**config.mk**
```make
export PLATFORM = sky130hd
export DESIGN_NAME = instruction_fetch_flat
export DESIGN_NICKNAME = d
export VERILOG_FILES = /design/src/rtl/instruction_fetch_if.sv /design/src/rtl/instruction_fetch.sv /design/src/flat_wrapper.sv
export SDC_FILE = /design/constraint.sdc
export NUM_CORES = 1
export LEC_CHECK = 0
export ABC_AREA = 0
export CAP_MARGIN = 20
export CORE_MARGIN = 3
export CORE_UTILIZATION = 50
export CTS_BUF_LIST = sky130_fd_sc_hd__clkbuf_8
export CTS_CLUSTER_SIZE = 40
export DETAILED_ROUTE_END_ITERATION = 6
export PLACE_DENSITY = 0.81
export SETUP_SLACK_MARGIN = 0.02
export SLEW_MARGIN = 40
export SYNTH_ARGS = -nofsm -noshare
export SYNTH_HDL_FRONTEND = slang
export SYNTH_SLANG_ARGS = --single-unit
```
**constraint.sdc**
```tcl
create_clock -name clk -period 3.9 [get_ports clk]
set_clock_uncertainty 0.05 [all_clocks]
set_input_delay 0.585 -clock clk [delete_from_list [all_inputs] [get_ports clk]]
set_output_delay 0.585 -clock clk [all_outputs]
set_load 0.01 [all_outputs]
```
**src/rtl/instruction_fetch_if.sv**
```systemverilog
// -----------------------------------------------------------------------------
// instruction_fetch_if
//   Bundles the fetch stage's instruction-memory port, the execute-stage
//   redirect input and the decode valid/ready handshake.
//
//   master : the fetch stage (drives imem request and decode-side outputs)
//   slave  : the environment (memory, execute, decode)
//
//   imem_en / imem_addr   read request, word address
//   imem_rdata            read data, valid the cycle after imem_en
//   redirect_valid / _pc  one-cycle redirect pulse and target PC
//   inst_valid / _ready   decode handshake
//   instruction / inst_pc head word and its PC
// -----------------------------------------------------------------------------
interface instruction_fetch_if #(
    parameter int IMEM_ADDR_WIDTH = 14
);
    logic                       imem_en;
    logic [IMEM_ADDR_WIDTH-1:0] imem_addr;
    logic [31:0]                imem_rdata;
    logic                       redirect_valid;
    logic [31:0]                redirect_pc;
    logic                       inst_valid;
    logic                       inst_ready;
    logic [31:0]                instruction;
    logic [31:0]                inst_pc;

    modport master (
        output imem_en, imem_addr, inst_valid, instruction, inst_pc,
        input  imem_rdata, redirect_valid, redirect_pc, inst_ready
    );

    modport slave (
        input  imem_en, imem_addr, inst_valid, instruction, inst_pc,
        output imem_rdata, redirect_valid, redirect_pc, inst_ready
    );
endinterface

```
**src/rtl/instruction_fetch.sv**
```systemverilog
// -----------------------------------------------------------------------------
// instruction_fetch
//   Fetch stage: owns the PC, issues reads to a 1-cycle synchronous
//   instruction memory and queues returned words for decode. A redirect
//   pulse flushes the queue, drops any returning read and restarts fetch
//   at the target.
//
//   Ports:
//     clk  - clock, all state on rising edge
//     rst  - synchronous active-high reset
//     bus  - instruction_fetch_if.master (imem port, redirect, decode handshake)
//
//   Parameters:
//     RESET_PC        - PC loaded on reset (4-byte aligned)
//     IMEM_ADDR_WIDTH - word-address width of instruction memory
//
//   Configuration macro:
//     IFETCH_DOUBLE_BUFFER_EN - defined: two-entry queue (1 instr/cycle);
//                               undefined: single entry (1 instr/2 cycles)
// -----------------------------------------------------------------------------
module instruction_fetch #(
    parameter logic [31:0] RESET_PC        = 32'h0000_0000,
    parameter int          IMEM_ADDR_WIDTH = 14
) (
    input  logic                 clk,
    input  logic                 rst,
    instruction_fetch_if.master  bus
);

`ifdef IFETCH_DOUBLE_BUFFER_EN
    localparam int DEPTH = 2;
`else
    localparam int DEPTH = 1;
`endif
    localparam int CNT_W = $clog2(DEPTH + 1);

    localparam logic [31:0] NOP = 32'h0000_0013;

    typedef struct packed {
        logic [31:0] word;
        logic [31:0] pc;
    } entry_t;

    logic [31:0]      fetch_pc_q,    fetch_pc_d;
    logic             inflight_q,    inflight_d;
    logic [31:0]      inflight_pc_q, inflight_pc_d;
    logic             discard_q,     discard_d;
    logic [CNT_W-1:0] count_q,       count_d;
    entry_t           ent_q [DEPTH];
    entry_t           ent_d [DEPTH];

    logic             head_valid;
    logic             pop;
    logic             push;
    logic             issue;
    logic [2:0]       occ;
    logic [CNT_W-1:0] wr_idx;

    // Valid is forced low while reset is held so decode never sees stale
    // queue contents during the reset cycle.
    assign head_valid = !rst && (count_q != '0);
    assign pop        = head_valid && bus.inst_ready;

    // Slots committed after this cycle: queued + returning - leaving.
    assign occ   = 3'(count_q) + 3'(inflight_q) - 3'(pop);
    assign issue = !rst && !bus.redirect_valid && (occ < 3'(DEPTH));

    // A returning read is kept only if it belongs to the current stream;
    // a redirect in the same cycle flushes it along with the queue.
    assign push   = inflight_q && !discard_q && !bus.redirect_valid;
    assign wr_idx = count_q - CNT_W'(pop);

    always_comb begin
        fetch_pc_d    = fetch_pc_q;
        inflight_pc_d = inflight_pc_q;
        inflight_d    = issue;
        discard_d     = inflight_q ? 1'b0 : discard_q;
        count_d       = count_q + CNT_W'(push) - CNT_W'(pop);
        ent_d         = ent_q;

        if (issue) begin
            fetch_pc_d    = fetch_pc_q + 32'd4;
            inflight_pc_d = fetch_pc_q;
        end

        // Shift-register queue: head is always entry 0.
        if (pop) begin
            for (int i = 0; i < DEPTH - 1; i++) begin
                ent_d[i] = ent_q[i+1];
            end
        end
        for (int i = 0; i < DEPTH; i++) begin
            if (push && wr_idx == CNT_W'(i)) begin
                ent_d[i].word = bus.imem_rdata;
                ent_d[i].pc   = inflight_pc_q;
            end
        end

        // Redirect wins over issue and push; a handshake in this cycle has
        // already been delivered, so only the remaining contents are dropped.
        if (bus.redirect_valid) begin
            count_d    = '0;
            fetch_pc_d = bus.redirect_pc & ~32'h3;
            discard_d  = inflight_d;
        end
    end

    always_ff @(posedge clk) begin
        if (rst) begin
            fetch_pc_q    <= RESET_PC & ~32'h3;
            inflight_q    <= 1'b0;
            inflight_pc_q <= '0;
            discard_q     <= 1'b0;
            count_q       <= '0;
        end else begin
            fetch_pc_q    <= fetch_pc_d;
            inflight_q    <= inflight_d;
            inflight_pc_q <= inflight_pc_d;
            discard_q     <= discard_d;
            count_q       <= count_d;
        end
    end

    // Payload needs no reset: it is only visible when count is non-zero.
    always_ff @(posedge clk) begin
        ent_q <= ent_d;
    end

    assign bus.imem_en     = issue;
    assign bus.imem_addr   = fetch_pc_q[IMEM_ADDR_WIDTH+1:2];
    assign bus.inst_valid  = head_valid;
    assign bus.instruction = head_valid ? ent_q[0].word : NOP;
    assign bus.inst_pc     = head_valid ? ent_q[0].pc   : 32'h0;

endmodule

```
**src/flat_wrapper.sv**
```systemverilog
// flat-port wrapper written by rule: the top's interface ports become plain ports
module instruction_fetch_flat 
#(
    parameter logic [31:0] RESET_PC        = 32'h0000_0000,
    parameter int          IMEM_ADDR_WIDTH = 14
)
  (clk, rst, bus_imem_en, bus_imem_addr, bus_inst_valid, bus_instruction, bus_inst_pc, bus_imem_rdata, bus_redirect_valid, bus_redirect_pc, bus_inst_ready);
  instruction_fetch_if #(.IMEM_ADDR_WIDTH(IMEM_ADDR_WIDTH)) bus_i ();
  input  logic clk;
  input  logic rst;
  output wire logic [$bits(bus_i.imem_en)-1:0] bus_imem_en;
  output wire logic [$bits(bus_i.imem_addr)-1:0] bus_imem_addr;
  output wire logic [$bits(bus_i.inst_valid)-1:0] bus_inst_valid;
  output wire logic [$bits(bus_i.instruction)-1:0] bus_instruction;
  output wire logic [$bits(bus_i.inst_pc)-1:0] bus_inst_pc;
  input wire logic [$bits(bus_i.imem_rdata)-1:0] bus_imem_rdata;
  input wire logic [$bits(bus_i.redirect_valid)-1:0] bus_redirect_valid;
  input wire logic [$bits(bus_i.redirect_pc)-1:0] bus_redirect_pc;
  input wire logic [$bits(bus_i.inst_ready)-1:0] bus_inst_ready;
  assign bus_imem_en = bus_i.imem_en;
  assign bus_imem_addr = bus_i.imem_addr;
  assign bus_inst_valid = bus_i.inst_valid;
  assign bus_instruction = bus_i.instruction;
  assign bus_inst_pc = bus_i.inst_pc;
  assign bus_i.imem_rdata = bus_imem_rdata;
  assign bus_i.redirect_valid = bus_redirect_valid;
  assign bus_i.redirect_pc = bus_redirect_pc;
  assign bus_i.inst_ready = bus_inst_ready;
  instruction_fetch #(.RESET_PC(RESET_PC), .IMEM_ADDR_WIDTH(IMEM_ADDR_WIDTH)) u_core (.clk(clk), .rst(rst), .bus(bus_i));
endmodule
```
==> summary.txt <==
Clocking
  • Post-CTS Hold Buffers: 0
  • TritonCTS clock tree: yes
  • PostCTS Resize Cnt: 0
  • Clk slew on worst S/H paths: 0.07 ns
  • Post-CTS Setup Bufs: 0
  • TritonCTS Buffers: 17
  • Clock latency on the worst-skew pair: 0.43 ns
  • Clock Path Buffers: 2
  • Root buffer cell: clkbuf_8
  • Clk sinks: 125
  • H-tree depth: 4

Detailed routing
  • Initial DRC count: 285
  • Post-detailed-routing wire length: 11,700 um
  • Vias: 4,118
  • Final antenna-violating net count: 0
  • DR pass1 iterations: 5
  • DRC errors left: 0
  • Routed len/inst: 14.9 um
  • Via density: 5.25

Die
  • Io pins: 148
  • Die area: 11,900 um2
  • Initial Utilization: 52.7%
  • Die Y-Extent: 109 um
  • Core box area: 10,000 um2
  • Die width: 109 um
  • Row Count: 36

Timing
  • Minimum hold slack: 0.378 ns
  • Final Hold Vio Count: 0
  • Post-route setup TNS: 0 ns
  • Endpoints failing setup: 0
  • Worst-Margin Slew: 0.730 ns
  • Final period util: 85.0%
  • Rel. slew slack: 51.0%
  • Maximum clock frequency: 302 MHz
  • Final WS setup: 0.584 ns
  • Unrepaired setup endpoints after global routing: false
  • Final Critical Period: 3.32 ns
  • Fin. max-slew vios: 0

GRT
  • Vias in the first global route: 4,003
  • Initial antenna violation count: 0
  • M2 GR Usage: 32.7%
  • First-pass GRT wire length: 19,100 um
  • Largest net degree at the start of global routing: 64
  • GRT Util Overall: 20.9%
  • GR Layer Usage met3: 6.16%
  • M1 GR Usage: 26.5%
  • Grt ovf: 0
  • Busiest grt layer: met2

Logic synthesis
  • Number of flops mapped to enable cells by yosys: 62
  • Warnings, synthesis: 0
  • Synth Cell Area: 5300 um2
  • Synth cell types: 42
  • Synth Area per Inst: 10.4 um2
  • Seq/Total Area, Yosys: 59.0%
  • Cells after synthesis: 511
  • Main synth FF type: dfxtp_1
  • FFs w/ async S/R, synth: 0%
  • #FFs+latches synth: 125

Finish
  • Reg area: 3120 um2
  • Design area: 7140 um2
  • Multi-input logic area: 1930 um2
  • Fin nets: 711
  • Area growth from synthesis to layout: 34.9%
  • Antenna diodes: 0
  • Final Instance Count excl. Fillers: 785
  • Post-layout util: 71.1%
  • Fraction of layout cells with a size suffix above 1: 7.36%
  • Filler Cells Inserted: 740

Place
  • Routability cong.: 0.905
  • Cell Area, Placed: 6750 um2
  • Worst slack at placement: 0.530 ns
  • DPL Wire Length: 8430 um
  • DP Cell Count: 753
  • Port bufs: 143

Worst setup path
  • Setup crit end kind: primary output
  • Crit Path Class: in2out
  • Worst-path fanout max: 6
  • Critical Path RT: 3.26 ns
  • Critical Path Start Type: input port
  • WP data arrival: 2.68 ns

Pwr
  • PwrDens: 392 nW/um2
  • VDD IR-drop max: 200 uV
  • Static Leak: 2.48 nW
  • Pwr Total: 2.80 mW

Worst hold path
  • Min-Delay Path Class: reg2reg

Run status
  • Run status: finished clean

Job
  • Max cap viols: 0
## sequential cells by signal, indices dropped and copies added (netlist names)
name	flops
u_core.count_q	1
u_core.discard_q	1
u_core.ent_q	62
u_core.fetch_pc_q	30
u_core.inflight_pc_q	30
u_core.inflight_q	1
## kinds of logic after synthesis
group	synth area share, %
other	0.0708
AND/OR/NAND/NOR	23.1
multiplexers	0.213
buffers and inverters	4.84
flip-flops	59.0
XOR/XNOR	3.47
adder cells (fa/ha/maj)	0.945
AO/OA/AOI/OAI	8.43
## worst max-delay path, stage by stage
cell and delay [ns]:
clkdlybuf4s50_1 0.40, and2_1 0.15, ha_1 0.37, inv_1 0.09
or3_4 0.39, inv_1 0.13, clkdlybuf4s50_1 0.55
## layout make-up
| cell class | count | share of cell area (%) |
|---|---|---|
| inverters | 5 | 0.263 |
| multi-input cells | 337 | 27.0 |
| flip-flops and latches | 125 | 43.7 |
| well taps | 133 | 2.33 |
| clock buffers | 17 | 3.27 |
| clock inverters | 15 | 2.19 |
| repair buffers | 153 | 21.2 |
## routing by layer
| metal | vias up | share of wire, % |
|---|---|---|
| met5 | - | 0 |
| met4 | 0 | 2.3 |
| met3 | 26 | 9.4 |
| met2 | 187 | 46 |
| met1 | 1881 | 42 |
| li1 | 2024 | - |
## report_power, final
group / internal [mW] / switching [mW]
registers: 1.43 / 0.0409
logic: 0.125 / 0.104
clock network: 0.617 / 0.488
## cell usage in the layout (no fill, tap or decap), types with 7 or more instances in the layout
cell type / instances
xnor2_1: 10
inv_1: 7
clkbuf_8: 17
and2_1: 69
nand4_1: 11
nor2_1: 12
buf_4: 9
a31oi_1: 10
nand3_1: 14
edfxtp_1: 62
a21oi_1: 41
dfxtp_1: 63
xor2_1: 11
a211oi_1: 8
nand2_1: 89
clkdlybuf4s50_1: 142
## worst paths after layout
kind                       startpoint                    end  slack [ns]  cells past startpoint
max                    bus_inst_ready            bus_imem_en        0.58                      7
min          u_core.inflight_pc_q[23]       u_core.ent_q[23]        0.38                      0
max reg2reg            u_core.count_q  u_core.fetch_pc_q[14]        1.04                      9
min reg2reg  u_core.inflight_pc_q[23]       u_core.ent_q[23]        0.38                      0
## cell usage after synthesis, types with 5 or more instances
cell type / n / area (um2)
nand2_1: 89 / 334
and2_1: 69 / 432
dfxtp_1: 63 / 1260
edfxtp_1: 62 / 1860
a21oi_1: 41 / 205
clkbuf_1: 23 / 86.3
buf_4: 16 / 120
nand3_1: 14 / 70.1
nor2_1: 12 / 45.0
nand4_1: 11 / 68.8
xor2_1: 11 / 96.3
a31oi_1: 10 / 62.6
xnor2_1: 10 / 87.6
a211oi_1: 8 / 60.1
nor4_1: 6 / 37.5
o22ai_1: 6 / 37.5
inv_1: 5 / 18.8
Power figures use the tool's default switching activity.
==> patch, RTL diff (same flow settings) <==
Build with the macro `IFETCH_DOUBLE_BUFFER_EN` defined.
--- a/src/rtl/instruction_fetch.sv
+++ b/src/rtl/instruction_fetch.sv
@@ -19,4 +19,6 @@
 //                               undefined: single entry (1 instr/2 cycles)
 // -----------------------------------------------------------------------------
+`define IFETCH_DOUBLE_BUFFER_EN
+
 module instruction_fetch #(
     parameter logic [31:0] RESET_PC        = 32'h0000_0000,
Check against the original RTL: not equivalent (a bounded check fails within 4 cycles, from zero or initial values and one cycle with rst high).
==> patch against the original RTL <==
Cell count rose by 28%; synthesized cell count up 28%; wire length rose by 39%; power grew 37%; setup slack got worse by 0.38 ns; sequential share of layout area grew 5.5 points; sequential cell count rose by 63; design area rose by 42%; area after synthesis is 56% higher; critical endpoint unchanged.
==> patch: results (changes against the original RTL) <==
Yosys warning count = 0 (unchanged)
Worst-Skew Late Latency = 0.45 ns (+0.02 ns)
Worst-path clk slew = 0.09 ns (+0.02 ns)
Iter 0 DRT Violations = 417 (+46%)
Final Wtd Congestion = 0.819 (-9.5%)
DP Worst Slack = 0.204 ns (-0.326 ns)
global-route usage over all layers = 0.183 (-0.0260)
largest fanout on the critical path = 3 (-3)
CP max stage delay = 0.58 ns (+0.03 ns)
TritonRoute pass-1 iters = 6 (+1)
Routed WL = 16.2 mm (+39%)
Leak = 3.61 nW (+46%)
layout cells sized above 1 = 0.144 (+0.0709)
status = completed
post-synthesis cell type count = 50 (+19%)
EDFF count, synth = 124 (+100%)
fillers = 1172 (+58%)
top cells by count, synth = 124 x edfxtp_1, 86 x nand2_1, 64 x dfxtp_1, 61 x and2_1, 59 x mux2_4
vias per std cell = 5.27 (+0.45%)
Max VDD drop = 0.000214 V (+6.9%)
actual slew at the worst max-slew pin = 0.658 ns (-0.0718 ns)
htree depth = 4 (unchanged)
setup bufs post-CTS = 0 (unchanged)
Nets = 847 (+19%)
worst path arrival time = 3.06 ns (+0.38 ns)
P_sw = 0.872 mW (+38%)
min-delay worst type = reg2reg
largest net degree at the start of global routing = 67 (+4.7%)
post-DP HPWL = 11.0 mm (+31%)
dominant cells by area after synthesis = edfxtp_1 45%, dfxtp_1 15%, mux2_4 11%
## patch: changes by cell type in the layout (fill, tap and decap cells not counted), moves of 5 or more
cell,unedited run,this run
clkinv_2,5,0
nor4_1,6,14
and2_1,69,61
xor2_1,11,1
xnor2_1,10,19
edfxtp_1,62,124
a31oi_1,10,4
mux2_4,0,59
a21oi_1,41,53
## patch: final cells by class
class,count,area share
multi-input cells,406,0.284
flip-flops and latches,188,0.492
well taps,216,0.0266
clock inverters,15,0.0186
repair buffers,154,0.152
clock buffers,17,0.0230
inverters,9,0.00332
## patch: worst paths after layout
check	start	endpoint	slack (ns)	depth (start not counted)
worst min register to register	u_core.inflight_pc_q[18]	u_core.ent_q[18]	0.42	0
worst min-delay path	u_core.inflight_pc_q[18]	u_core.ent_q[18]	0.42	0
worst max-delay path	bus_inst_ready	bus_imem_en	0.20	9
worst max register to register	u_core.count_q[1]	u_core.fetch_pc_q[26]	0.96	11
## patch: kinds of logic (layout without fill, tap and decap cells)
group,after synthesis,in the layout,share of synthesized area
simple gates,230,230,0.144
flops,188,188,0.604
compound gates,88,88,0.0624
buf+inv,63,195,0.0497
mux,62,62,0.111
xor+xnor,21,21,0.0231
fa+ha+maj,3,3,0.00544
other cells,1,2,0.000453
## patch: power groups by stage
| stage | clock network, mW | registers (mW) | logic (mW) |
|---|---|---|---|
| 5_1_grt | 1.45 | 2.23 | 0.322 |
| 3_3_place_gp | 0 | 2.26 | 0.290 |
| 4_1_cts | 1.37 | 2.22 | 0.301 |
| 6_report | 1.33 | 2.22 | 0.299 |
| 3_5_place_dp | 0 | 2.26 | 0.298 |
| 2_1_floorplan | 0 | 2.25 | 0.185 |
## patch: through the flow
step,cells,util,area [sq um]
2_1_floorplan,657,-,8290
3_3_place_gp,973,0.607,9750
3_5_place_dp,973,0.607,9750
4_1_cts,1005,0.633,10200
5_1_grt,1005,0.633,10200
6_report,1005,0.633,10200
## patch: routing by layer
layer | part of all wire | wire (um) | global-route usage | vias up
li1 | - | - | - | 2586
met1 | 0.43 | 7000 | 0.242 | 2494
met2 | 0.48 | 7850 | 0.299 | 197
met3 | 0.069 | 1120 | 0.0402 | 19
met4 | 0.016 | 257 | 0.0667 | 0
met5 | 0 | 0 | 0 | -
## patch: worst max-delay path, delay by kind of cell
kind	cells	cell delay (ns)
and+or+nand+nor	4	0.61
buffers and inverters	3	1.20
adders and majority gates	1	0.52
xor gates and xnor gates	1	0.15
